## src/rtl/axi_lite_cmd_master.sv

```systemverilog
// Command-driven AXI4-Lite initiator: each accepted command becomes exactly one
// AXI4-Lite read or write, and the slave's answer comes back on the response channel.
module axi_lite_cmd_master #(
    parameter int ADDR_WIDTH  = 32,
    parameter int DATA_WIDTH  = 32,
    parameter int COUNT_WIDTH = 16
) (
    input  logic                      clk,
    input  logic                      rst,

    input  logic                      cmd_valid,
    output logic                      cmd_ready,
    input  logic                      cmd_write,
    input  logic [ADDR_WIDTH-1:0]     cmd_addr,
    input  logic [DATA_WIDTH-1:0]     cmd_wdata,
    input  logic [DATA_WIDTH/8-1:0]   cmd_wstrb,

    output logic                      rsp_valid,
    input  logic                      rsp_ready,
    output logic                      rsp_write,
    output logic [DATA_WIDTH-1:0]     rsp_rdata,
    output logic [1:0]                rsp_resp,
    output logic [COUNT_WIDTH-1:0]    txn_count,

    output logic [ADDR_WIDTH-1:0]     m_axi_lite_awaddr,
    output logic [2:0]                m_axi_lite_awprot,
    output logic                      m_axi_lite_awvalid,
    input  logic                      m_axi_lite_awready,
    output logic [DATA_WIDTH-1:0]     m_axi_lite_wdata,
    output logic [DATA_WIDTH/8-1:0]   m_axi_lite_wstrb,
    output logic                      m_axi_lite_wvalid,
    input  logic                      m_axi_lite_wready,
    input  logic [1:0]                m_axi_lite_bresp,
    input  logic                      m_axi_lite_bvalid,
    output logic                      m_axi_lite_bready,
    output logic [ADDR_WIDTH-1:0]     m_axi_lite_araddr,
    output logic [2:0]                m_axi_lite_arprot,
    output logic                      m_axi_lite_arvalid,
    input  logic                      m_axi_lite_arready,
    input  logic [DATA_WIDTH-1:0]     m_axi_lite_rdata,
    input  logic [1:0]                m_axi_lite_rresp,
    input  logic                      m_axi_lite_rvalid,
    output logic                      m_axi_lite_rready,

    output logic [2:0]                dbg_state
);

    // Every channel uses the same rule: a transfer happens on the rising clock
    // edge where valid and ready are both high; a raised valid is held, with its
    // payload unchanged, until that edge, and never waits on the matching ready.

    typedef enum logic [2:0] {
        IDLE = 3'd0,
        WR   = 3'd1,
        WR_B = 3'd2,
        RD_A = 3'd3,
        RD_R = 3'd4,
        RSP  = 3'd5
    } state_t;

    state_t state, state_nxt;

    logic [ADDR_WIDTH-1:0]   addr_q;
    logic [DATA_WIDTH-1:0]   wdata_q;
    logic [DATA_WIDTH/8-1:0] wstrb_q;

    logic cmd_fire;
    logic b_fire;
    logic r_fire;
    logic rsp_fire;
    logic aw_clear;
    logic w_clear;

    assign cmd_fire = cmd_valid & cmd_ready;
    assign b_fire   = m_axi_lite_bvalid & m_axi_lite_bready;
    assign r_fire   = m_axi_lite_rvalid & m_axi_lite_rready;
    assign rsp_fire = rsp_valid & rsp_ready;

    // A channel counts as done once its valid has dropped or it handshakes this cycle.
    assign aw_clear = ~m_axi_lite_awvalid | m_axi_lite_awready;
    assign w_clear  = ~m_axi_lite_wvalid  | m_axi_lite_wready;

    always_ff @(posedge clk or posedge rst) begin
        if (rst) begin
            state <= IDLE;
        end else begin
            state <= state_nxt;
        end
    end

    always_comb begin
        state_nxt          = state;
        m_axi_lite_bready  = 1'b0;
        m_axi_lite_arvalid = 1'b0;
        m_axi_lite_rready  = 1'b0;
        rsp_valid          = 1'b0;
        case (state)
            IDLE: begin
                if (cmd_fire) begin
                    state_nxt = cmd_write ? WR : RD_A;
                end
            end
            WR: begin
                if (aw_clear && w_clear) begin
                    state_nxt = WR_B;
                end
            end
            WR_B: begin
                m_axi_lite_bready = 1'b1;
                if (m_axi_lite_bvalid) begin
                    state_nxt = RSP;
                end
            end
            RD_A: begin
                m_axi_lite_arvalid = 1'b1;
                if (m_axi_lite_arready) begin
                    state_nxt = RD_R;
                end
            end
            RD_R: begin
                m_axi_lite_rready = 1'b1;
                if (m_axi_lite_rvalid) begin
                    state_nxt = RSP;
                end
            end
            RSP: begin
                rsp_valid = 1'b1;
                if (rsp_ready) begin
                    state_nxt = IDLE;
                end
            end
            default: begin
                state_nxt = IDLE;
            end
        endcase
    end

    // cmd_ready is registered so it stays low throughout reset and the cycle it is released.
    always_ff @(posedge clk or posedge rst) begin
        if (rst) begin
            cmd_ready          <= 1'b0;
            addr_q             <= '0;
            wdata_q            <= '0;
            wstrb_q            <= '0;
            m_axi_lite_awvalid <= 1'b0;
            m_axi_lite_wvalid  <= 1'b0;
            rsp_write          <= 1'b0;
            rsp_rdata          <= '0;
            rsp_resp           <= 2'b00;
            txn_count          <= '0;
        end else begin
            cmd_ready <= (state_nxt == IDLE);
            if (cmd_fire) begin
                addr_q             <= cmd_addr;
                wdata_q            <= cmd_wdata;
                wstrb_q            <= cmd_wstrb;
                m_axi_lite_awvalid <= cmd_write;
                m_axi_lite_wvalid  <= cmd_write;
            end else begin
                if (m_axi_lite_awvalid && m_axi_lite_awready) begin
                    m_axi_lite_awvalid <= 1'b0;
                end
                if (m_axi_lite_wvalid && m_axi_lite_wready) begin
                    m_axi_lite_wvalid <= 1'b0;
                end
            end
            if (b_fire) begin
                rsp_write <= 1'b1;
                rsp_rdata <= '0;
                rsp_resp  <= m_axi_lite_bresp;
            end
            if (r_fire) begin
                rsp_write <= 1'b0;
                rsp_rdata <= m_axi_lite_rdata;
                rsp_resp  <= m_axi_lite_rresp;
            end
            if (rsp_fire) begin
                txn_count <= txn_count + COUNT_WIDTH'(1);
            end
        end
    end

    assign m_axi_lite_awaddr = addr_q;
    assign m_axi_lite_awprot = 3'b000;
    assign m_axi_lite_wdata  = wdata_q;
    assign m_axi_lite_wstrb  = wstrb_q;
    assign m_axi_lite_araddr = addr_q;
    assign m_axi_lite_arprot = 3'b000;
    assign dbg_state         = state;

endmodule
```

## config.mk

```make
export PLATFORM = sky130hd
export DESIGN_NAME = axi_lite_cmd_master
export DESIGN_NICKNAME = d
export VERILOG_FILES = /design/src/rtl/axi_lite_cmd_master.sv
export SDC_FILE = /design/constraint.sdc
export NUM_CORES = 1
export LEC_CHECK = 0
export ABC_AREA = 1
export BUFFER_PORTS_ARGS = -buffer_cell sky130_fd_sc_hd__clkbuf_2
export CORE_MARGIN = 4
export CORE_UTILIZATION = 30
export DETAILED_ROUTE_END_ITERATION = 6
export MAX_ROUTING_LAYER = met4
export SLEW_MARGIN = 20
export SYNTH_ARGS = -nofsm -noshare
export SYNTH_HDL_FRONTEND = slang
export SYNTH_SLANG_ARGS = --single-unit
export TNS_END_PERCENT = 10
```

## constraint.sdc

```tcl
create_clock -name clk -period 6.3 [get_ports clk]
set_clock_uncertainty 0.05 [all_clocks]
set_input_delay 1.575 -clock clk [delete_from_list [all_inputs] [get_ports clk]]
set_output_delay 1.575 -clock clk [all_outputs]
set_load 0.05 [all_outputs]
```

==> metrics <==
cell count after synthesis roughly 640; share of the synthesized area in the top cell type 57.4%; r2r startpoint dbg_state[0]$_DFF_PP0_; WS Path Type in -> reg; post-CTS setup buffers 0; setup slack at placement 2530 ps; Hold Crit Start m_axi_lite_wdata[9]$_DFFE_PP0P_; clk sinks approximately 130; layout overhead on the synthesized area 34.6%; Tcrit/Tclk final 52.9%; post-synth top area cell dfrtp_1; Mapped Area 0.00545 mm^2; Clock Tree Root clkbuf_16; RSZ-0062 raised after global routing no; Power Density roughly 670 mW/mm^2; vias around 4800; Placer Congestion about 0.8; Starting Density between 30% and 40%; P_sw 2.69 mW; register area around 0.0031 mm^2; hold path cells 2; HP Class reg -> reg; Starting DRT DRC Count 206; Syn. warnings 0; global-route wire length before repair between 20000 and 25000 um; Rows 49; Unique masters post-synth 27; Filler cells 1851; total routed wirelength 15200 um; port buffer count between 200 and 300; Sw Ratio between 50% and 60%; CTS buffer count 17; max-slew violation count 0; critical path fanouts, max 69; Final ANT Viol Nets 0; CP startpoint cmd_valid; DR vias/cell 4.30; clock slew at reported path FFs 50 ps; Synth Register Bits between 100 and 150; CTS max path bufs 2; worst path arrival time 3610 ps; footprint of the multi-input gates 0.00183 mm^2; Initial DRT Pass Iterations 6; top cells by count, synth 318 x nand2_1, 125 x dfrtp_1, 44 x nand3_1; core area 0.0179 mm^2; largest net degree at the start of global routing 83; Die X 143 um; minimum clock period 3330 ps; H-tree levels 4; Die Y 143 um; cts hold-fix bufs 0; num ports 281; end of the worst hold path m_axi_lite_wdata[9]$_DFFE_PP0P_; Post-DP HPWL 11000 um; Critical Path Start Type input pin; clock power share between 10% and 20%; peak supply drop 0.000330 V; max_slew headroom 34.1%; sequential area share after synthesis about 57%; all-layer global routing usage 15.6%; combinational share of power 52.5%; vias in the first global route 4856; async set-or-reset flop fraction in the synthesized netlist 100%; share of layout cells above drive strength 1 36.1%; reg2reg end rsp_resp[1]$_DFFE_PP0P_; Final Worst Setup Slack 2970 ps; final net count 996; most frequent cell after synthesis nand2_1; EDFF count, synth 0; top post-synthesis cells by area dfrtp_1 57%, nand2_1 22%, buf_4 5.6%, nand3_1 4.0%, inv_1 1.9%; CP endpoint kind flop; number of remaining DRC errors 0; Peak Freq 0.300 GHz; Avg WL per Cell 13.6 um; worst-case reg-to-reg path depth 5; status finished, final reports clean; number of max-cap violations 0; endpoints failing hold 0; Post-Syn Area per Cell roughly 8.5 um^2; Worst-Margin Slew 986 ps; Fin Hold WS 426 ps; Final Setup Violations 0; Overflow after GRT 0; Die ar. 0.0204 mm^2; Flop pwr share 27.8%; worst skew pair latency 400 ps; FF-to-FF setup slack about 3800 ps; Ant. Diodes 0; Critical Path RT ~6600 ps; Int Pwr 2.23 mW; CTS resizes 0; initial antenna violation count 0; Most used DFF post-synth dfrtp_1; setup TNS 0 ps; Pleak 4.34 nW; CTS tree yes
[state kept, by name (all words and copies together) (netlist names), 2 cells and up]
register,cells
dbg_state,3
m_axi_lite_wstrb,4
m_axi_lite_araddr,32
rsp_rdata,32
txn_count,16
rsp_resp,2
m_axi_lite_wdata,32
[placed cells by master, fill, tap and decap left out, drive strengths merged]
cell type | netlist | final
nor2 | 28 | 28
clkinv | 0 | 4
nand2 | 320 | 320
clkinvlp | 0 | 4
o21ai | 7 | 7
clkbuf | 11 | 296
nor3 | 2 | 2
xnor2 | 2 | 2
dfrtp | 125 | 125
a21oi | 4 | 4
nand3 | 47 | 47
nand4 | 7 | 7
bufinv | 0 | 2
ha | 1 | 1
xor2 | 6 | 6
inv | 29 | 29
o31ai | 1 | 1
conb | 1 | 6
buf | 52 | 3
[logic make-up (layout without fill, tap and decap cells)]
kind of cell,after synthesis,after routing,share of synthesized area (%)
AND/OR/NAND/NOR,404,404,30.4
flip-flops,125,125,57.4
buffers and inverters,92,338,9.48
AO/OA/AOI/OAI,12,12,1.15
XOR/XNOR,8,8,1.29
adder cells (fa/ha/maj),1,1,0.229
other,1,6,0.0688
[layer usage]
metal | track usage [%] | up-vias | share of wire, %
met5 | - | - | 0
met4 | 5.25 | 0 | 1.6
met3 | 4.05 | 18 | 6.7
met2 | 24.7 | 187 | 48
met1 | 19.3 | 2205 | 43
li1 | - | 2421 | -
[metrics by stage]
step | std cells | utilization, % | power (mW) | cell area, um^2
2_1_floorplan | 648 | - | 3.48 | 5470
3_3_place_gp | 1091 | 37.7 | 3.97 | 6750
3_5_place_dp | 1091 | 37.7 | 3.99 | 6750
4_1_cts | 1123 | 41.0 | 4.98 | 7340
5_1_grt | 1123 | 41.0 | 5.21 | 7340
6_report | 1123 | 41.0 | 4.92 | 7340
[power groups by stage]
stage               sequential [mW]  combinational [mW]  clock (mW)
floorplan                      2.49               0.987           0
global placement               1.38                2.60           0
global route                   1.41                2.75        1.04
CTS                            1.37                2.61       0.998
finish                         1.37                2.58       0.967
detailed placement             1.38                2.61           0
[layout make-up]
class | count | area share, %
Sequential cell | 125 | 42.6
Multi-Input combinational cell | 431 | 24.9
Timing Repair Buffer | 277 | 19.0
Clock buffer | 22 | 6.46
Tap cell | 229 | 3.90
Clock inverter | 10 | 1.55
Inverter | 29 | 1.55
[worst max-delay path, cell delays in order]
cell      delay (ps)
clkbuf_2          80
nand2_2           50
buf_4            550
inv_2            400
buf_4            410
nand3_1          160
nor2_1            50
a21oi_1          120
nand2_1           90
nor2_1           100
[worst max path at each step]
| stage | endpoint | slack, ps | depth (start not counted) |
|---|---|---|---|
| finish | cmd_ready$_DFF_PP0_ | 2970 | 10 |
| global route | cmd_ready$_DFF_PP0_ | 2650 | 10 |
| CTS | cmd_ready$_DFF_PP0_ | 2960 | 10 |
| detailed placement | cmd_ready$_DFF_PP0_ | 2530 | 10 |
| global placement | cmd_ready$_DFF_PP0_ | 2530 | 10 |
| floorplan | cmd_ready$_DFF_PP0_ | 1350 | 1 |
Note: power is estimated with default switching activity, not from simulation.
